File: src/rtl/bus_cycle_ctrl.sv
// Bus-cycle sequencer feeding io_buffer.
// Turns fetch, read and queued write requests into T1/T2/T3 machine cycles.
// Writes drain from a small FIFO before any read or fetch may start, so a
// read always observes every earlier write.
module bus_cycle_ctrl #(
    parameter int unsigned DW    = 8,
    parameter int unsigned AW    = 16,
    parameter int unsigned DEPTH = 4
) (
    input  logic          clk,
    input  logic          rst_n,
    input  logic          fetch_req,
    input  logic          rd_req,
    input  logic [AW-1:0] req_addr,
    output logic          req_ready,
    input  logic          wr_req,
    input  logic [AW-1:0] wr_addr,
    input  logic [DW-1:0] wr_data,
    output logic          wr_ready,
    input  logic [DW-1:0] mdat_in,
    output logic [DW-1:0] rdata,
    output logic          rdata_valid,
    output logic [AW-1:0] addr,
    output logic          mrd,
    output logic          fetch,
    output logic          clk2,
    output logic [DW-1:0] alout,
    output logic          busy
);

    localparam int unsigned PW = (DEPTH > 1) ? $clog2(DEPTH) : 1;
    localparam int unsigned CW = $clog2(DEPTH) + 1;

    typedef enum logic [1:0] {IDLE, T1, T2, T3} state_t;
    typedef enum logic [1:0] {CYC_WR, CYC_RD, CYC_FETCH} cyc_t;

    state_t        state;
    state_t        state_nx;
    cyc_t          cyc;
    cyc_t          cyc_nx;

    logic [AW-1:0] fifo_addr [DEPTH];
    logic [DW-1:0] fifo_data [DEPTH];
    logic [PW-1:0] wr_ptr;
    logic [PW-1:0] rd_ptr;
    logic [PW-1:0] head_ptr;
    logic [CW-1:0] count;
    logic [CW-1:0] count_left;

    logic          issue_pt;
    logic          push;
    logic          pop;
    logic          rd_path_free;

    assign issue_pt   = (state == IDLE) || (state == T3);
    assign pop        = (state == T3) && (cyc == CYC_WR);
    assign count_left = count - CW'(pop);
    assign wr_ready   = (count != CW'(DEPTH));
    assign push       = wr_req && wr_ready;

    // When a write is popped on the same edge that the next write starts,
    // the new head is one slot past the current read pointer.
    assign head_ptr   = pop ? (rd_ptr + PW'(1)) : rd_ptr;

    assign rd_path_free = issue_pt && (count_left == '0) && !wr_req;
    assign req_ready    = rd_path_free && (fetch_req || rd_req);

    assign busy = (state != IDLE) || (count != '0);

    // Next machine phase and cycle type; issue decisions made in IDLE and T3
    always_comb begin
        state_nx = state;
        cyc_nx   = cyc;
        case (state)
            IDLE, T3: begin
                state_nx = IDLE;
                if (count_left != '0) begin
                    state_nx = T1;
                    cyc_nx   = CYC_WR;
                end else if (rd_path_free && fetch_req) begin
                    state_nx = T1;
                    cyc_nx   = CYC_FETCH;
                end else if (rd_path_free && rd_req) begin
                    state_nx = T1;
                    cyc_nx   = CYC_RD;
                end
            end
            T1:      state_nx = T2;
            T2:      state_nx = T3;
            default: state_nx = IDLE;
        endcase
    end

    // Phase register with bus outputs decoded from the next phase
    always_ff @(posedge clk) begin
        if (!rst_n) begin
            state       <= IDLE;
            cyc         <= CYC_WR;
            addr        <= '0;
            alout       <= '0;
            rdata       <= '0;
            rdata_valid <= 1'b0;
            mrd         <= 1'b0;
            fetch       <= 1'b0;
            clk2        <= 1'b1;
        end else begin
            state       <= state_nx;
            cyc         <= cyc_nx;
            clk2        <= (state_nx != T2);
            mrd         <= (state_nx == T2) && (cyc_nx == CYC_RD);
            fetch       <= (state_nx == T2) && (cyc_nx == CYC_FETCH);
            rdata_valid <= (state == T2) && (cyc != CYC_WR);
            if ((state == T2) && (cyc != CYC_WR)) begin
                rdata <= mdat_in;
            end
            if (state_nx == T1) begin
                if (cyc_nx == CYC_WR) begin
                    addr  <= fifo_addr[head_ptr];
                    alout <= fifo_data[head_ptr];
                end else begin
                    addr  <= req_addr;
                end
            end
        end
    end

    // Write FIFO storage; contents need no reset since count guards them
    always_ff @(posedge clk) begin
        if (push) begin
            fifo_addr[wr_ptr] <= wr_addr;
            fifo_data[wr_ptr] <= wr_data;
        end
    end

    // Write FIFO pointers and occupancy
    always_ff @(posedge clk) begin
        if (!rst_n) begin
            wr_ptr <= '0;
            rd_ptr <= '0;
            count  <= '0;
        end else begin
            if (push) begin
                wr_ptr <= wr_ptr + PW'(1);
            end
            if (pop) begin
                rd_ptr <= rd_ptr + PW'(1);
            end
            count <= count + CW'(push) - CW'(pop);
        end
    end

endmodule

File: config.mk
export PLATFORM = sky130hd
export DESIGN_NAME = bus_cycle_ctrl
export DESIGN_NICKNAME = d
export VERILOG_FILES = /design/src/rtl/bus_cycle_ctrl.sv
export SDC_FILE = /design/constraint.sdc
export NUM_CORES = 1
export LEC_CHECK = 0
export ABC_CLOCK_PERIOD_IN_PS = 3300
export BUFFER_PORTS_ARGS = -buffer_cell sky130_fd_sc_hd__buf_2
export CAP_MARGIN = 20
export CORE_MARGIN = 3
export CORE_UTILIZATION = 55
export DETAILED_ROUTE_END_ITERATION = 12
export PLACE_DENSITY = 0.75
export SLEW_MARGIN = 20
export SYNTH_ARGS = -nofsm -noshare
export SYNTH_HDL_FRONTEND = slang
export SYNTH_SLANG_ARGS = --single-unit
File: constraint.sdc
create_clock -name clk -period 3.3 [get_ports clk]
set_input_delay 0.33 -clock clk [delete_from_list [all_inputs] [get_ports clk]]
set_output_delay 0.33 -clock clk [all_outputs]
set_load 0.005 [all_outputs]
==> out/results.ini, run 1 <==
[clock_network]
cts_setup_buffers=0
cts_resized=0
cts.sinks=143
cts_tree=built
path_clk_slew_ns=0.06
cts-htree-levels=4
tritoncts.num_buffers=17
hold_buffers=0
cts.path.max_buffers=2
insertion_delay_ns=0.42
cts_root_buf=clkbuf_16

[cells_and_area]
num-fill-cells=823
diodes=0
syn_to_final_growth_pct=17.9
fin_nets=648
drive_gt1_frac=0.296
fin_area_um2=7690

[yosys]
synth_ff_type=edfxtp_1
ys_top_cells_by_area=edfxtp_1 (44%), dfxtp_1 (14%), mux4_2 (6.9%)
avgSynthCellArea_um2=13.0
synth_cells=503
synth-edff-count=96
syn-num-nets=566
yosysTopAreaCell=edfxtp_1
synth.top_cell.area_share=0.442
ys.warnings.count=0
synth_seq_cells=143
synth_cell_types=45
ys_seq_area_frac=0.586
syn_area_um2=6530
async_flop_share=0

[floorplan]
core_um2=11500
die_h_um=115
row_count=39
dieArea_um2=13200
start_util=0.567
io_pins=92
fp.dieW_um=115

[worst_setup_path]
end_kind=register
crit_type=reg -> reg
path_cells=ha_1 > or3b_4 > xnor2_1 > ha_1 > inv_1 > fa_1 > xor2_1 > xnor2_1 > nor2_1
arrival_ns=2.89
crit_fanout=38
cp.required_ns=3.59
critical_path.top_delay_family=adder cells
slowest_delay_ns=0.64
path_buf_inv=1
critPathLaunchType=register
cpMaxStageDelayCell=or3b_4

[detailed_routing]
via_count=4472
drc=0
firstDrtPassIters=7
routed_wl_mm=14.3
via_per_inst=6.04
drtIter0Drc=492
ant_nets=0
wl_per_cell_um=19.3

[power_and_ir_drop]
p_leak_nw=3.03
cellPowerDensity_nw_per_um2=761
vdd_drop_max_mv=0.331

[global_route]
grt_pass1_vias=4329
antenna_found_initial=2
grtUsageTotal=0.222
overflow=0
grt_first_pass_wirelength_mm=22.1
grt_max_degree=57

[status]
status=completed

[placement]
placedInstanceArea_um2=7070
portBuffers=91
dp_hpwl_mm=9.00
place.gp.congestion=0.854

[timing]
rsz0062_at_grt=false
slew_headroom=0.350
min_period_ns=2.60
slew_violations=0
hold_viol=0
fin_crit_sh=0.789
timing.fmax_mhz=384
clock_skew_ns=0.00557
tightest_slew_ns=0.975
setup_viol=0
setup_tns_ns=0

[worst_hold_path]
hp-class=in -> reg

[run]
drv_cap=0

-- layout make-up --
cell class / instances / area [um2] / area share
tap: 143 / 179 / 0.0233
sequential: 143 / 3830 / 0.497
multi-input combinational: 310 / 2480 / 0.322
timing repair buffer: 103 / 546 / 0.0709
clock buffer: 22 / 495 / 0.0644
clock inverter: 10 / 131 / 0.0171
inverter: 10 / 37.5 / 0.00488
-- sequential cells by signal (all words and copies together), names as in the netlist, 2 cells and up --
name       count
alout          8
wr_ptr         2
fifo_data     32
rd_ptr         2
cyc            2
count          3
state          2
addr          16
rdata          8
fifo_addr     64
-- stage by stage --
step,instances,power (mW),hold WS (ns),util,setup WS (ns)
floorplan,503,3.43,0.429,-,0.911
global placement,709,3.80,0.430,0.614,0.830
detailed placement,709,3.89,0.438,0.614,0.727
CTS,741,5.89,0.106,0.668,0.684
global route,741,6.15,0.116,0.668,0.519
finish,741,5.86,0.128,0.668,0.698
-- cells in the mapped netlist, drive strengths merged, types with 2 or more instances --
cell type / count
xnor2: 6
clkbuf: 20
a32oi: 2
and3: 19
inv: 9
o31ai: 15
and4: 13
ha: 9
mux2i: 22
mux4: 20
a22oi: 13
buf: 20
a21oi: 39
edfxtp: 96
dfxtp: 47
nand3: 13
nor2: 25
nand2: 24
nand3b: 2
a22o: 13
nor3b: 16
and2: 4
and4b: 2
mux2: 14
o21ai: 27
-- final timing paths --
| path | from | end | slack (ns) | depth (start not counted) |
|---|---|---|---|---|
| setup reg to reg | state[0]$_SDFF_PN0_ | count[2]$_SDFF_PN0_ | 0.70 | 9 |
| setup / recovery | state[0]$_SDFF_PN0_ | count[2]$_SDFF_PN0_ | 0.70 | 9 |
| hold reg to reg | addr[5]$_SDFFE_PN0N_ | addr[5]$_SDFFE_PN0N_ | 0.45 | 2 |
| hold / removal | wr_addr[2] | fifo_addr[3][2]$_DFFE_PP_ | 0.13 | 1 |
-- power breakdown --
| part | switching, mW | internal, mW |
|---|---|---|
| clock network | 0.691 | 1.29 |
| registers | 0.167 | 2.19 |
| logic | 0.873 | 0.649 |
-- cell usage in the layout (no fill, tap or decap), types with 14 or more instances in the layout --
cell type / count
edfxtp_1: 96
buf_2: 91
dfxtp_1: 45
a21oi_1: 38
o21ai_0: 26
nor2_1: 25
nand2_1: 23
mux2i_1: 22
mux4_2: 20
and3_1: 19
clkbuf_16: 18
o31ai_1: 15
nor3b_1: 15
mux2_2: 14
-- worst register-to-register path: cells and delay by family, from the launching register on --
family,cells,cell delay [ns]
adders and majority gates,3,0.77
and+or+nand+nor,2,0.69
xor gates and xnor gates,3,0.58
DFF,1,0.36
buffers and inverters,1,0.05
-- metal layers --
| metal | track usage | part of all wire | vias to the layer above |
|---|---|---|---|
| met2 | 0.360 | 0.49 | 196 |
| met3 | 0.0568 | 0.075 | 25 |
| met5 | 0 | 0.0019 | - |
| met1 | 0.286 | 0.42 | 2149 |
| li1 | - | - | 2098 |
| met4 | 0.0931 | 0.015 | 4 |
-- kinds of logic (layout without fill, tap and decap cells) --
group                    Yosys count  count (layout)  synth area share
AND/OR/NAND/NOR                  122             122             0.109
buffers and inverters             50             145            0.0360
XOR/XNOR                           7               7            0.0105
multiplexers                      56              56             0.127
AO/OA/AOI/OAI                    115             115             0.111
adder cells (fa/ha/maj)           10              10            0.0203
flip-flops                       143             143             0.586
Power figures use the tool's default switching activity.
==> inputs of run 2 (changes only) <==
Settings changed: ABC_CLOCK_PERIOD_IN_PS 3300 to 2600.
Clock period 3.3 ns to 2.6 ns, I/O delays scaled along.
==> run 2 against run 1 <==
Via count shrank 0.27%. Critical path depth did not move. First-iteration DRC count down 17%. Critical endpoint unchanged. Highest routed layer is now met4.
==> out/results.ini, run 2 (synthesis gave the netlist of run 1 again) <==
[status]
status=completed

[worst_setup_path]
slowest_delay_ns=0.49  ; -0.15 ns
ff2ff_path_depth=9  ; unchanged
cp.required_ns=2.89  ; -0.70 ns
reg2reg_to=count[2]$_SDFF_PN0_
cpMaxStageDelayCell=or3b_4
critPathLaunchType=register
crit_fanout=9  ; -76%
end_kind=register
crit_type=reg -> reg
r2r_slack_ns=0.18  ; -0.52 ns
path_cells=ha_1 > or3b_4 > xnor2_1 > ha_1 > inv_1 > fa_1 > xor2_1 > xnor2_1 > nor2_1
timing.rr.start=state[0]$_SDFF_PN0_
arrival_ns=2.71  ; -0.18 ns

[timing]
min_period_ns=2.42  ; -0.184 ns
timing.fmax_mhz=414  ; +7.6%
setup_viol=0  ; unchanged
slew_headroom=0.515  ; +0.165
whs_ns=0.0477  ; -0.0801 ns
setup_ws_ns=0.182  ; -0.516 ns
clock_skew_ns=0.0121  ; +0.00657 ns
rsz0062_at_grt=false
hold_viol=0  ; unchanged
tightest_slew_ns=0.727  ; -0.247 ns
slew_violations=0  ; unchanged
fin_crit_sh=0.930  ; +0.142
setup_tns_ns=0  ; unchanged

[power_and_ir_drop]
intPower_mw=5.25  ; +27%
switching_share=0.298  ; +0.00235
p_comb_frac=0.263  ; +0.003
pwr-share-clk=0.341  ; +0.003
cellPowerDensity_nw_per_um2=961  ; +26%
vdd_drop_max_mv=0.406  ; +23%
p_switching_mw=2.23  ; +29%
p_leak_nw=3.07  ; +1.2%
power_frac_seq=0.396  ; -0.006
power_mw=7.48  ; +28%

[floorplan]
fp.dieW_um=115  ; unchanged
dieArea_um2=13200  ; unchanged
core_um2=11500  ; unchanged
start_util=0.567  ; unchanged
die_h_um=115  ; unchanged
row_count=39  ; unchanged
io_pins=92  ; unchanged

[detailed_routing]
wl_per_cell_um=18.4  ; -4.5%
drtIter0Drc=410  ; -17%
routed_wl_mm=13.8  ; -3.4%
firstDrtPassIters=5  ; -2
via_count=4460  ; -0.27%
drc=0  ; unchanged
ant_nets=0  ; unchanged
via_per_inst=5.95  ; -1.3%

[cells_and_area]
post-route-util=0.676  ; +0.00750
mostFrequentLayoutCells=edfxtp_1 (96), buf_2 (91), dfxtp_1 (45), a21oi_1 (38), o21ai_0 (26)
final_cells=749  ; +1.1%
fin_area_um2=7780  ; +1.1%
drive_gt1_frac=0.307  ; +0.0109
largest_reg_flops=64  ; unchanged
regMostFlops=fifo_addr
diodes=0  ; unchanged
biggestRegsByFlops=fifo_addr: 64 flops, fifo_data: 32 flops, addr: 16 flops
layout_commonest_cell=edfxtp_1
syn_to_final_growth_pct=19.2
fin_nets=656  ; +1.2%
num-fill-cells=806  ; -2.1%

[global_route]
antenna_found_initial=0  ; -2
grt_pass1_vias=4164  ; -3.8%
grtUsageTotal=0.216  ; -0.00581
grt_use_met2=0.314  ; -0.0459
groute.layer.met1.usage=0.304  ; +0.0182
grt_max_degree=56  ; -1.8%
met3_usage=0.0558  ; -0.00105
grt_first_pass_wirelength_mm=21.6  ; -2.4%
gr-max-usage-layer=met2
overflow=0  ; unchanged

[placement]
portBuffers=91  ; unchanged
dpl.cell_count=717  ; +1.1%
placedInstanceArea_um2=7150  ; +1.2%
place.gp.congestion=0.876  ; +2.5%
dp_slack_ns=0.283  ; -0.444 ns
dp_hpwl_mm=8.93  ; -0.75%

[run]
drv_cap=0  ; unchanged

[clock_network]
cts.path.max_buffers=2  ; unchanged
cts_resized=0  ; unchanged
cts_root_buf=clkbuf_16
path_clk_slew_ns=0.06  ; about the same
cts-htree-levels=4  ; unchanged
hold_buffers=0  ; unchanged
cts_tree=built
cts.sinks=143  ; unchanged
tritoncts.num_buffers=17  ; unchanged
insertion_delay_ns=0.43  ; about the same
cts_setup_buffers=0  ; unchanged

[worst_hold_path]
hold-path-endpoint=fifo_data[3][0]$_DFFE_PP_
hp-class=in -> reg
min-delay-start=wr_data[0]
hold_depth=1  ; unchanged

-- run 2: cell types whose count changed in the layout (fill, tap and decap cells not counted) --
cell        previous run  this run
clkinv_4               2         1
clkbuf_16             18        17
clkbuf_8               3         1
clkinv_2               4         3
buf_12                 0         2
buf_4                 12        18
bufinv_16              3         4
inv_6                  0         3
clkinv_1               2         1
clkinvlp_4             0         2
-- run 2: area by class of cell --
class | count | area (um2) | area share
repair buffers | 111 | 631 | 0.0810
clock buffers | 19 | 443 | 0.0569
inverters | 10 | 37.5 | 0.00482
clock inverters | 13 | 185 | 0.0238
multi-input cells | 310 | 2480 | 0.319
flip-flops and latches | 143 | 3830 | 0.492
well taps | 143 | 179 | 0.0230
-- run 2: critical path: cells and delay by family (launching register included) --
kind	cells	cell delay (ns)
DFF	1	0.37
adders and majority gates	3	0.77
buffers and inverters	1	0.05
and+or+nand+nor	2	0.57
xor gates and xnor gates	3	0.52
-- run 2: power groups by stage --
stage	Combinational, mW	Sequential, mW	Clock [mW]
global placement	1.87	2.98	0
finish	1.97	2.96	2.55
detailed placement	1.96	3.00	0
global route	2.17	3.00	2.70
CTS	1.97	2.96	2.59
floorplan	1.39	2.97	0
-- run 2: how the worst max path moves through the flow --
stage | end | startpoint | slack [ns] | depth (start not counted)
6_report | count[2]$_SDFF_PN0_ | state[0]$_SDFF_PN0_ | 0.18 | 9
5_1_grt | count[2]$_SDFF_PN0_ | state[0]$_SDFF_PN0_ | 0.02 | 9
4_1_cts | count[2]$_SDFF_PN0_ | state[0]$_SDFF_PN0_ | 0.17 | 9
3_5_place_dp | count[2]$_SDFF_PN0_ | state[0]$_SDFF_PN0_ | 0.28 | 9
3_3_place_gp | count[2]$_SDFF_PN0_ | state[0]$_SDFF_PN0_ | 0.34 | 9
2_1_floorplan | count[2]$_SDFF_PN0_ | state[0]$_SDFF_PN0_ | 0.21 | 11
-- run 2: layer usage --
metal | routed length, um | up-vias
li1 | - | 2120
met1 | 6230 | 2123
met2 | 6340 | 190
met3 | 888 | 27
met4 | 321 | 0
met5 | 0 | -
